### src/rtl/time_digit_splitter_pkg.sv
// Shared constants, types and state encoding for the centisecond-to-BCD time splitter.
package time_split_pkg;

    localparam int unsigned CS_PER_HOUR   = 360000;
    localparam int unsigned CS_PER_MIN    = 6000;
    localparam int unsigned CS_PER_SEC    = 100;
    localparam int unsigned HOURS_PER_DAY = 24;
    localparam int unsigned DIGIT_BASE    = 10;
    localparam logic [3:0]  BLANK_DIGIT   = 4'hF;

    typedef enum logic {
        ST_IDLE,
        ST_ITER
    } split_state_e;

    typedef logic [7:0][3:0] digit_vec_t;

endpackage

### src/rtl/time_digit_splitter_if.sv
// Request/result bundle between the time source, the splitter and the display scanner.
interface time_digit_splitter_if
    import time_split_pkg::*;
#(
    parameter int unsigned WIDTH = 32
);
    logic             start;
    logic [WIDTH-1:0] systime;
    logic             busy;
    logic             done;
    digit_vec_t       digits;

    modport master (output start, output systime, input busy, input done, input digits);
    modport slave  (input start, input systime, output busy, output done, output digits);
endinterface

### src/rtl/time_digit_splitter_divider.sv
// Restoring divider: one load cycle then WIDTH iterate cycles, one quotient bit per cycle.
module seq_divider #(
    parameter int unsigned WIDTH = 32
) (
    input  logic             clock,
    input  logic             reset,
    input  logic             load,
    input  logic [WIDTH-1:0] dividend,
    input  logic [WIDTH-1:0] divisor,
    output logic [WIDTH-1:0] quotient,
    output logic [WIDTH-1:0] remainder,
    output logic             ready
);
    localparam int unsigned CNT_W = $clog2(WIDTH + 1);

    logic [WIDTH-1:0] quo_q, quo_d;
    logic [WIDTH-1:0] rem_q, rem_d;
    logic [WIDTH-1:0] dvs_q, dvs_d;
    logic [CNT_W-1:0] cnt_q, cnt_d;
    logic             ready_q, ready_d;
    logic [WIDTH:0]   shifted;
    logic [WIDTH:0]   trial;

    // quo_q doubles as the dividend shift register; bit WIDTH of trial is the borrow
    always_comb begin
        quo_d   = quo_q;
        rem_d   = rem_q;
        dvs_d   = dvs_q;
        cnt_d   = cnt_q;
        ready_d = ready_q;
        shifted = {rem_q, quo_q[WIDTH-1]};
        trial   = shifted - {1'b0, dvs_q};
        if (load) begin
            quo_d   = dividend;
            rem_d   = '0;
            dvs_d   = divisor;
            cnt_d   = CNT_W'(WIDTH);
            ready_d = 1'b0;
        end else if (cnt_q != '0) begin
            if (!trial[WIDTH]) begin
                rem_d = trial[WIDTH-1:0];
                quo_d = {quo_q[WIDTH-2:0], 1'b1};
            end else begin
                rem_d = shifted[WIDTH-1:0];
                quo_d = {quo_q[WIDTH-2:0], 1'b0};
            end
            cnt_d   = cnt_q - CNT_W'(1);
            ready_d = (cnt_q == CNT_W'(1));
        end
    end

    always_ff @(posedge clock) begin
        if (reset) begin
            quo_q   <= '0;
            rem_q   <= '0;
            dvs_q   <= '0;
            cnt_q   <= '0;
            ready_q <= 1'b0;
        end else begin
            quo_q   <= quo_d;
            rem_q   <= rem_d;
            dvs_q   <= dvs_d;
            cnt_q   <= cnt_d;
            ready_q <= ready_d;
        end
    end

    assign quotient  = quo_q;
    assign remainder = rem_q;
    assign ready     = ready_q;
endmodule

### src/rtl/time_digit_splitter.sv
// Centisecond count to HH:MM:SS.cc BCD digits through eight chained divisions on one divider.
// Define SPLITTER_BLANK_EN to show the hour tens digit as blank code when hours < 10.
module time_digit_splitter
    import time_split_pkg::*;
#(
    parameter int unsigned WIDTH = 32
) (
    input  logic                  clock,
    input  logic                  reset,
    time_digit_splitter_if.slave  bus
);
    split_state_e     state_q, state_d;
    logic [2:0]       step_q, step_d;
    logic [WIDTH-1:0] r1_q, r1_d;
    logic [WIDTH-1:0] hours_q, hours_d;
    logic [WIDTH-1:0] minutes_q, minutes_d;
    logic [WIDTH-1:0] seconds_q, seconds_d;
    logic [WIDTH-1:0] centis_q, centis_d;
    digit_vec_t       stage_q, stage_d;
    digit_vec_t       digits_q, digits_d;
    logic             busy_q, busy_d;
    logic             done_q, done_d;

    logic             div_load_c;
    logic [WIDTH-1:0] div_dividend_c;
    logic [WIDTH-1:0] div_divisor_c;
    logic [WIDTH-1:0] div_quo;
    logic [WIDTH-1:0] div_rem;
    logic             div_ready;

    seq_divider #(.WIDTH(WIDTH)) u_div (
        .clock     (clock),
        .reset     (reset),
        .load      (div_load_c),
        .dividend  (div_dividend_c),
        .divisor   (div_divisor_c),
        .quotient  (div_quo),
        .remainder (div_rem),
        .ready     (div_ready)
    );

    always_ff @(posedge clock) begin
        if (reset) state_q <= ST_IDLE;
        else       state_q <= state_d;
    end

    always_comb begin
        state_d = state_q;
        unique case (state_q)
            ST_IDLE: if (bus.start)                       state_d = ST_ITER;
            ST_ITER: if (div_ready && step_q == 3'd7)     state_d = ST_IDLE;
            default:                                      state_d = ST_IDLE;
        endcase
    end

    // Each finished division is captured on the same edge that loads the next one
    always_comb begin
        step_d         = step_q;
        r1_d           = r1_q;
        hours_d        = hours_q;
        minutes_d      = minutes_q;
        seconds_d      = seconds_q;
        centis_d       = centis_q;
        stage_d        = stage_q;
        digits_d       = digits_q;
        busy_d         = busy_q;
        done_d         = 1'b0;
        div_load_c     = 1'b0;
        div_dividend_c = '0;
        div_divisor_c  = '0;
        unique case (state_q)
            ST_IDLE: begin
                if (bus.start) begin
                    div_load_c     = 1'b1;
                    div_dividend_c = bus.systime;
                    div_divisor_c  = WIDTH'(CS_PER_HOUR);
                    step_d         = 3'd0;
                    busy_d         = 1'b1;
                end
            end
            ST_ITER: begin
                if (div_ready) begin
                    step_d = step_q + 3'd1;
                    unique case (step_q)
                        3'd0: begin
                            r1_d           = div_rem;
                            div_load_c     = 1'b1;
                            div_dividend_c = div_quo;
                            div_divisor_c  = WIDTH'(HOURS_PER_DAY);
                        end
                        3'd1: begin
                            hours_d        = div_rem;
                            div_load_c     = 1'b1;
                            div_dividend_c = r1_q;
                            div_divisor_c  = WIDTH'(CS_PER_MIN);
                        end
                        3'd2: begin
                            minutes_d      = div_quo;
                            div_load_c     = 1'b1;
                            div_dividend_c = div_rem;
                            div_divisor_c  = WIDTH'(CS_PER_SEC);
                        end
                        3'd3: begin
                            seconds_d      = div_quo;
                            centis_d       = div_rem;
                            div_load_c     = 1'b1;
                            div_dividend_c = hours_q;
                            div_divisor_c  = WIDTH'(DIGIT_BASE);
                        end
                        3'd4: begin
                            stage_d[7]     = div_quo[3:0];
                            stage_d[6]     = div_rem[3:0];
                            div_load_c     = 1'b1;
                            div_dividend_c = minutes_q;
                            div_divisor_c  = WIDTH'(DIGIT_BASE);
                        end
                        3'd5: begin
                            stage_d[5]     = div_quo[3:0];
                            stage_d[4]     = div_rem[3:0];
                            div_load_c     = 1'b1;
                            div_dividend_c = seconds_q;
                            div_divisor_c  = WIDTH'(DIGIT_BASE);
                        end
                        3'd6: begin
                            stage_d[3]     = div_quo[3:0];
                            stage_d[2]     = div_rem[3:0];
                            div_load_c     = 1'b1;
                            div_dividend_c = centis_q;
                            div_divisor_c  = WIDTH'(DIGIT_BASE);
                        end
                        default: begin
                            digits_d    = stage_q;
                            digits_d[1] = div_quo[3:0];
                            digits_d[0] = div_rem[3:0];
`ifdef SPLITTER_BLANK_EN
                            if (stage_q[7] == 4'h0) digits_d[7] = BLANK_DIGIT;
`else
                            digits_d[7] = stage_q[7];
`endif
                            done_d = 1'b1;
                            busy_d = 1'b0;
                        end
                    endcase
                end
            end
            default: ;
        endcase
    end

    always_ff @(posedge clock) begin
        if (reset) begin
            step_q    <= '0;
            r1_q      <= '0;
            hours_q   <= '0;
            minutes_q <= '0;
            seconds_q <= '0;
            centis_q  <= '0;
            stage_q   <= '0;
            digits_q  <= '0;
            busy_q    <= 1'b0;
            done_q    <= 1'b0;
        end else begin
            step_q    <= step_d;
            r1_q      <= r1_d;
            hours_q   <= hours_d;
            minutes_q <= minutes_d;
            seconds_q <= seconds_d;
            centis_q  <= centis_d;
            stage_q   <= stage_d;
            digits_q  <= digits_d;
            busy_q    <= busy_d;
            done_q    <= done_d;
        end
    end

    assign bus.busy   = busy_q;
    assign bus.done   = done_q;
    assign bus.digits = digits_q;
endmodule

### src/flat_wrapper.sv
// flat-port wrapper written by rule: the top's interface ports become plain ports
module time_digit_splitter_flat import time_split_pkg::*;
#(
    parameter int unsigned WIDTH = 32
)
  (clock, reset, bus_start, bus_systime, bus_busy, bus_done, bus_digits);
  time_digit_splitter_if #(.WIDTH(WIDTH)) bus_i ();
  input  logic clock;
  input  logic reset;
  input wire logic [$bits(bus_i.start)-1:0] bus_start;
  input wire logic [$bits(bus_i.systime)-1:0] bus_systime;
  output wire logic [$bits(bus_i.busy)-1:0] bus_busy;
  output wire logic [$bits(bus_i.done)-1:0] bus_done;
  output wire logic [$bits(bus_i.digits)-1:0] bus_digits;
  assign bus_i.start = bus_start;
  assign bus_i.systime = bus_systime;
  assign bus_busy = bus_i.busy;
  assign bus_done = bus_i.done;
  assign bus_digits = bus_i.digits;
  time_digit_splitter #(.WIDTH(WIDTH)) u_core (.clock(clock), .reset(reset), .bus(bus_i));
endmodule
### config.mk
export PLATFORM = sky130hd
export DESIGN_NAME = time_digit_splitter_flat
export DESIGN_NICKNAME = d
export VERILOG_FILES = /design/src/rtl/time_digit_splitter_pkg.sv /design/src/rtl/time_digit_splitter_if.sv /design/src/rtl/time_digit_splitter_divider.sv /design/src/rtl/time_digit_splitter.sv /design/src/flat_wrapper.sv
export SDC_FILE = /design/constraint.sdc
export NUM_CORES = 1
export LEC_CHECK = 0
export ABC_AREA = 1
export BUFFER_PORTS_ARGS = -buffer_cell sky130_fd_sc_hd__buf_4
export CORE_UTILIZATION = 55
export CTS_CLUSTER_DIAMETER = 30
export CTS_CLUSTER_SIZE = 12
export DETAILED_ROUTE_END_ITERATION = 16
export PLACE_DENSITY = 0.79
export SYNTH_ARGS = -nofsm -noshare
export SYNTH_HDL_FRONTEND = slang
export SYNTH_SLANG_ARGS = --single-unit
### constraint.sdc
create_clock -name clock -period 2.5 [get_ports clock]
set_input_delay 0.75 -clock clock [delete_from_list [all_inputs] [get_ports clock]]
set_output_delay 0.75 -clock clock [all_outputs]
set_load 0.02 [all_outputs]
==> summary.md, run 1 <==
| Metric | Value |
|---|---|
| Status | completed |
| Initial antenna violation count | 0 |
| Int Pwr | 12.0 mW |
| Share of cells above drive strength 1 | 14.2% |
| Type of the worst setup path | reg -> reg |
| Vias in the first global route | 13300 |
| Fin Setup TNS | 0 ps |
| Via Count | 14200 |
| Worst Max-Slew Pin Slew | 1020 ps |
| Net Count, Synth | 2065 |
| Die height | 163 um |
| Seq pwr share | 30.3% |
| Busiest grt layer | met2 |
| Most frequently used cell type in the post-synthesis netlist | nand2_1 |
| Clock-pin slew on the worst setup and hold paths | 50 ps |
| Final setup violation count | 0 |
| Worst Hold End | u_core.hours_q[17] |
| Routed wire length | 43000 um |
| First-pass GRT wire length | 68100 um |
| Synth Flop Type | dfxtp_1 |
| R2r startpoint | u_core.step_q[0] |
| GRT Resource Usage Total | 32.1% |
| Final Hold Viols | 0 |
| Routed length per instance | 17.6 um |
| Switch share | 37.9% |
| CTS Buf Count | 54 |
| WHS Path Cells | 2 |
| Post-CTS Setup Bufs | 0 |
| Worst Path Arrival | 2820 ps |
| Leak Pwr | 7.09 nW |
| R2r worst-path depth | 8 |
| Total grt overflow | 0 |
| Clock power share | 36.9% |
| Crit path launch type | flip-flop |
| Max-slew violations | 0 |
| Clock Path Buffers | 3 |
| Yosys cell types | 47 |
| Syn Inst Count | 2006 |
| Pin count of the biggest net entering global routing | 94 |
| DR iter-0 viols | 1849 |
| Latest clock arrival within the worst-skew pair | 560 ps |
| Clock Tree Root | clkbuf_16 |
| I/O pins | 69 |
| Initial core utilization | 56.3% |
| Crit path capture type | flip-flop |
| Average cell area after synthesis | 7.09 sq um |
| Synth-to-Final Area Change | 20.0% |
| Top-area cell type share of the netlist area | 42.5% |
| Diode count | 0 |
| GR Layer Usage met3 | 5.45% |
| Final core utilization | 67.5% |
| Post-DP HPWL | 27200 um |
| Post-route minimum period | 2410 ps |
| Post-synthesis sequential area ratio | 42.5% |
| Rows | 58 |
| Post-synth EDFFs | 0 |
| Clock sink count | 302 |
| Routing usage on met1 | 44.4% |
| Maximum net fanout on the critical path | 36 |
| Final period utilization | 96.6% |
| YS warnings | 0 |
| Slew headroom | 31.6% |
| CTS tree | built |
| Antenna-violating nets left | 0 |
| Switching power of the nets | 7.30 mW |
| M2 GR Usage | 50.4% |
| Die width | 163 um |
| Register bit count reported by yosys | 302 |
| Leading area contributor after synthesis | dfxtp_1 |
| Async set-or-reset flop fraction in the synthesized netlist | 0% |
| Reg-to-Reg End | u_core.centis_q[22] |
| Synthesized cell area | 14200 sq um |
| Top cells by area, synth | dfxtp_1, o21ai_0, a21oi_1 |
| Max_cap viols | 0 |
| Dpl ws | 96.3 ps |
| Crit path required time | 2910 ps |
| DR DRC count | 0 |
| Drt first pass iters | 8 |
| Hold Crit Class | reg -> reg |
| IR Drop Worst-Case VDD | 616 uV |
| Vias/cell | 5.81 |
| IO Port Bufs | 68 |
| Hold buffers post-CTS | 0 |
| Commonest cells post-synth | nand2_1, dfxtp_1, o21ai_0, a21oi_1, inv_1 |
| H-Tree Depth | 2 |
| Fmax | 414 MHz |
| RD Place Congestion | 0.890 |
| Clock Skew | 30.0 ps |
| Final nets | 2121 |
| Gate power share | 32.8% |
| Hold Startpoint | u_core.hours_q[17] |
| R2R setup slack | 90 ps |
| PwrDens | 1130 nW/um^2 |
| Core region area | 25300 sq um |
| Final WS setup | 86.0 ps |
| Die Area | 26500 sq um |
[worst max path at each step]
stage | from | to | slack, ps | depth (start not counted)
floorplan | u_core.u_div.remainder[0] | u_core.u_div.remainder[21] | 450 | 13
global placement | u_core.u_div.remainder[0] | u_core.u_div.remainder[29] | 110 | 13
detailed placement | u_core.u_div.remainder[0] | u_core.u_div.remainder[29] | 100 | 13
CTS | u_core.step_q[0] | u_core.centis_q[22] | 40 | 8
global route | u_core.u_div.remainder[9] | u_core.u_div.remainder[25] | -30 | 15
finish | u_core.step_q[0] | u_core.centis_q[22] | 90 | 8
[cell usage in the layout (no fill, tap or decap), drive strengths merged, types with 7 or more instances in the layout]
cell,synthesis,routed
nand3,69,69
clkbuf,91,69
o2111ai,11,11
ha,23,23
clkinv,3,15
o22ai,24,24
a31oi,33,33
o21ai,294,294
xor2,13,13
nand2,357,359
nor2,168,168
clkinvlp,0,11
a21oi,295,295
nor3,7,7
inv,240,246
buf,32,121
dfxtp,302,302
a211oi,20,20
[through the flow]
step           cell area (sq um)  power [mW]  std cells  hold WS (ps)
6_report                   17100        19.3       2438           447
5_1_grt                    17100        20.3       2438           462
4_1_cts                    17000        19.0       2436           447
3_5_place_dp               15200        11.9       2334           440
3_3_place_gp               15200        11.7       2334           431
2_1_floorplan              14200        10.3       2006           425
[worst max-delay path, stage by stage (launching register included)]
cell	delay, ps
dfxtp_1	430
ha_1	230
ha_1	180
buf_4	280
buf_6	280
nand2_4	250
buf_12	250
o21ai_0	240
a21oi_1	80
[registers in the layout (all words and copies together), names as in the netlist, 3 cells and up]
| signal | flops |
|---|---|
| u_core.bus.digits | 32 |
| u_core.centis_q | 32 |
| u_core.hours_q | 32 |
| u_core.minutes_q | 32 |
| u_core.r1_q | 32 |
| u_core.seconds_q | 32 |
| u_core.stage_q | 24 |
| u_core.step_q | 3 |
| u_core.u_div.cnt_q | 6 |
| u_core.u_div.dvs_q | 9 |
| u_core.u_div.quotient | 32 |
| u_core.u_div.remainder | 32 |
[final cells by class]
cell class	count	area [sq um]
fillers	2057	8200
clock buffers	69	1460
inverters	243	918
repair buffers	121	1040
flip-flops and latches	302	6050
well taps	330	413
clock inverters	33	349
multi-input cells	1340	6830
[layer usage]
| layer | up-vias | share of wire [%] |
|---|---|---|
| met2 | 709 | 45 |
| met3 | 80 | 9.5 |
| li1 | 6772 | - |
| met4 | 0 | 2.2 |
| met5 | - | 0 |
| met1 | 6611 | 43 |
[power by group through the flow]
| stage | clock network [mW] | logic (mW) | registers, mW |
|---|---|---|---|
| after CTS | 7.14 | 6.06 | 5.79 |
| after global placement | 0 | 5.88 | 5.87 |
| after global routing | 7.38 | 7.03 | 5.88 |
| after detailed placement | 0 | 5.99 | 5.88 |
| after floorplan | 0 | 4.56 | 5.74 |
| final | 7.12 | 6.32 | 5.84 |
[what timing repair did]
item	CTS	global route
setup endpoints to repair	0	42
resized for setup	0	15
hold endpoints to repair	0	0
[cell families (layout without fill, tap and decap cells)]
family          count (synthesis)  after routing  share of synthesized area [%]
buf+inv                       366            466                           10.2
simple gates                  611            613                           18.3
compound gates                686            686                           25.7
xor+xnor                       17             17                           1.05
flops                         302            302                           42.5
fa+ha+maj                      24             24                           2.17
Power figures use the tool's default switching activity.
==> run 2, diff against run 1 <==
Settings changed: ABC_AREA 1 to 0.
==> summary.md, run 2 <==
| Metric | Value |
|---|---|
| Dpl ws | -216 ps |
| Crit path launch type | flip-flop |
| Power Total | 21.3 mW |
| Pin count of the biggest net entering global routing | 175 |
| IR Drop Worst-Case VDD | 831 uV |
| Int Pwr | 14.0 mW |
| Leading area contributor after synthesis | dfxtp_1 |
| Final period utilization | 103% |
| Commonest cells post-synth | nand2_1, dfxtp_1, a21oi_1, clkbuf_1, nor2_1 |
| R2r worst-path depth | 10 |
| Most frequent cell on the critical path | a31o_4 |
| Max-slew violations | 0 |
| Synth Flop Type | dfxtp_1 |
| WHS Path Cells | 2 |
| Register bit count reported by yosys | 302 |
| Post-DP HPWL | 25300 um |
| Clock Tree Root | clkbuf_16 |
| Clock Skew | 22.6 ps |
| Share of cells above drive strength 1 | 21.6% |
| Fmax | 389 MHz |
| Synthesized cell area | 13600 sq um |
| Hold Startpoint | reset |
| Hold Crit Class | in -> reg |
| Reg-to-Reg End | u_core.u_div.remainder[21] |
| Synth-to-Final Area Change | 30.0% |
| Delay-heaviest family, CP | compound AO/OA/AOI/OAI gates |
| Final WS setup | -70.9 ps |
| Buf+Inv Stages, Crit Path | 1 |
| H-Tree Depth | 2 |
| Maximum net fanout on the critical path | 5 |
| Crit path cell chain | inv_4, ha_4, a211o_1, a31o_4, a21oi_4, a31o_4, nand3_4, a211oi_4, mux2i_1, o22ai_1 |
| Final Hold Viols | 0 |
| Die width | 159 um |
| Post-Layout Cell Count | 2215 |
| Total grt overflow | 0 |
| Clock Path Buffers | 3 |
| Clock-pin slew on the worst setup and hold paths | 50 ps |
| Placed Cells incl. Taps | 2096 |
| DR iter-0 viols | 1902 |
| Switch share | 34.3% |
| YS warnings | 0 |
| Clock power share | 38.9% |
| Slew headroom | 40.1% |
| Commonest cells after routing, fill and taps aside | nand2_1, dfxtp_1, a21oi_1 |
| RD Place Congestion | 0.863 |
| R2r startpoint | u_core.u_div.dvs_q[16] |
| Syn Inst Count | 1732 |
| CTS Buf Count | 59 |
| Diode count | 0 |
| Drt first pass iters | 8 |
| Slowest cell on the critical path | a211oi_4 |
| Worst Path Arrival | 2980 ps |
| Multi-input gate area | 7260 sq um |
| PwrDens | 1210 nW/um^2 |
| Post-route minimum period | 2570 ps |
| Initial antenna violation count | 1 |
| Post-synthesis sequential area ratio | 44.6% |
| Crit path required time | 2910 ps |
| Hold buffers post-CTS | 0 |
| Final setup violation count | 6 |
| Final nets | 1902 |
| Max incr delay on CP | 380 ps |
| Die Area | 25300 sq um |
| Via Count | 13700 |
| Async set-or-reset flop fraction in the synthesized netlist | 0% |
| Routed length per instance | 19.4 um |
| Routed wire length | 43000 um |
| Core region area | 24200 sq um |
| Top cells by area, synth | dfxtp_1, nand2_1, a21oi_1 |
| Seq. cell area | 6060 sq um |
| Status | finished with violations |
| Post-synth EDFFs | 0 |
| First-pass GRT wire length | 67400 um |
| Latest clock arrival within the worst-skew pair | 570 ps |
| I/O pins | 69 |
| Switching power of the nets | 7.31 mW |
| Gate power share | 33.4% |
| Leak Pwr | 6.34 nW |
| Rows | 57 |
| Net Count, Synth | 1791 |
| Failing checks | negative setup slack |
| Worst Max-Slew Pin Slew | 898 ps |
| GRT Resource Usage Total | 32.7% |
| Max_cap viols | 0 |
| Crit path capture type | flip-flop |
| R2R setup slack | -70 ps |
| Clock sink count | 302 |
| Die height | 159 um |
| CTS tree | built |
| Top-area cell type share of the netlist area | 44.6% |
| Type of the worst setup path | reg -> reg |
| RSZ-0062 raised after global routing | true |
| IO Port Bufs | 68 |
| Antenna-violating nets left | 0 |
| Commonest non-fill, non-tap cell in the layout | nand2_1 |
| Average cell area after synthesis | 7.83 sq um |
| Vias/cell | 6.20 |
| Worst Hold End | u_core.u_div.dvs_q[1] |
| Seq pwr share | 27.7% |
| Initial core utilization | 55.9% |
| Layout fillers | 1719 |
| Most frequently used cell type in the post-synthesis netlist | nand2_1 |
| Vias in the first global route | 13200 |
| Yosys cell types | 68 |
| DR DRC count | 0 |
run 2: cell type report:
| cell class | instances | share of cell area, % |
|---|---|---|
| Multi-Input combinational cell | 1256 | 41.2 |
| Sequential cell | 302 | 34.4 |
| Timing Repair Buffer | 202 | 9.63 |
| Clock buffer | 66 | 8.76 |
| Clock inverter | 43 | 3.26 |
| Tap cell | 324 | 2.30 |
| Inverter | 22 | 0.483 |
run 2: timing repair:
item / CTS / global route
gates cloned: 0 / 1
pin swaps: 17 / 35
gates resized for setup: 34 / 46
buffers inserted: 4 / 6
setup endpoints to repair: 110 / 134
run 2: power by group through the flow:
stage	clock network, mW	registers, mW	logic, mW
after global placement	0	5.93	5.98
final	8.29	5.91	7.11
after global routing	8.59	5.95	7.63
after detailed placement	0	5.94	6.10
after CTS	8.32	5.87	6.53
after floorplan	0	5.71	4.29
run 2: metrics by stage:
step | instance area, sq um | hold WS [ps] | TNS [ps] | utilization (%)
4_1_cts | 17400 | 388 | -84.9 | 71.7
5_1_grt | 17600 | 386 | -1810 | 72.7
2_1_floorplan | 13600 | 432 | -35.1 | -
6_report | 17600 | 398 | -237 | 72.7
3_3_place_gp | 15000 | 437 | -1580 | 62.0
3_5_place_dp | 15000 | 442 | -4450 | 62.0
run 2: cells by family (layout without fill, tap and decap cells):
logic type	Yosys count	after routing	synth area share (%)
compound gates	541	541	24.8
simple gates	631	631	18.9
fa+ha+maj	24	24	2.27
xor+xnor	23	23	1.49
mux	37	37	2.94
flops	302	302	44.6
buf+inv	174	333	5.02
run 2: worst max path at each step:
stage	startpoint	end	cells after the start
detailed placement	u_core.u_div.dvs_q[12]	u_core.u_div.remainder[17]	10
global route	u_core.u_div.remainder[0]	u_core.u_div.remainder[19]	12
CTS	u_core.u_div.remainder[0]	u_core.u_div.remainder[15]	14
finish	u_core.u_div.dvs_q[16]	u_core.u_div.remainder[21]	10
global placement	u_core.u_div.dvs_q[12]	u_core.u_div.remainder[17]	10
floorplan	u_core.u_div.remainder[0]	u_core.u_div.remainder[31]	12
run 2: worst reg2reg max path, delay by kind of cell, from the launching register on:
| family | cells | cell delay (ps) |
|---|---|---|
| and+or+nand+nor | 1 | 180 |
| buffers and inverters | 1 | 100 |
| AOI/OAI and AO/OA | 6 | 1370 |
| adders and majority gates | 1 | 230 |
| DFF | 1 | 320 |
| muxes | 1 | 230 |
run 2: layer usage:
layer  up-vias  routed length (um)  GRT usage [%]  share of wire, %
li1       6297                   -              -                 -
met1      6476               16300           39.9                38
met2       802               20600           55.1                48
met3       154                4090           6.17               9.5
met4         0                1900           16.8               4.4
met5         -                   0              0                 0
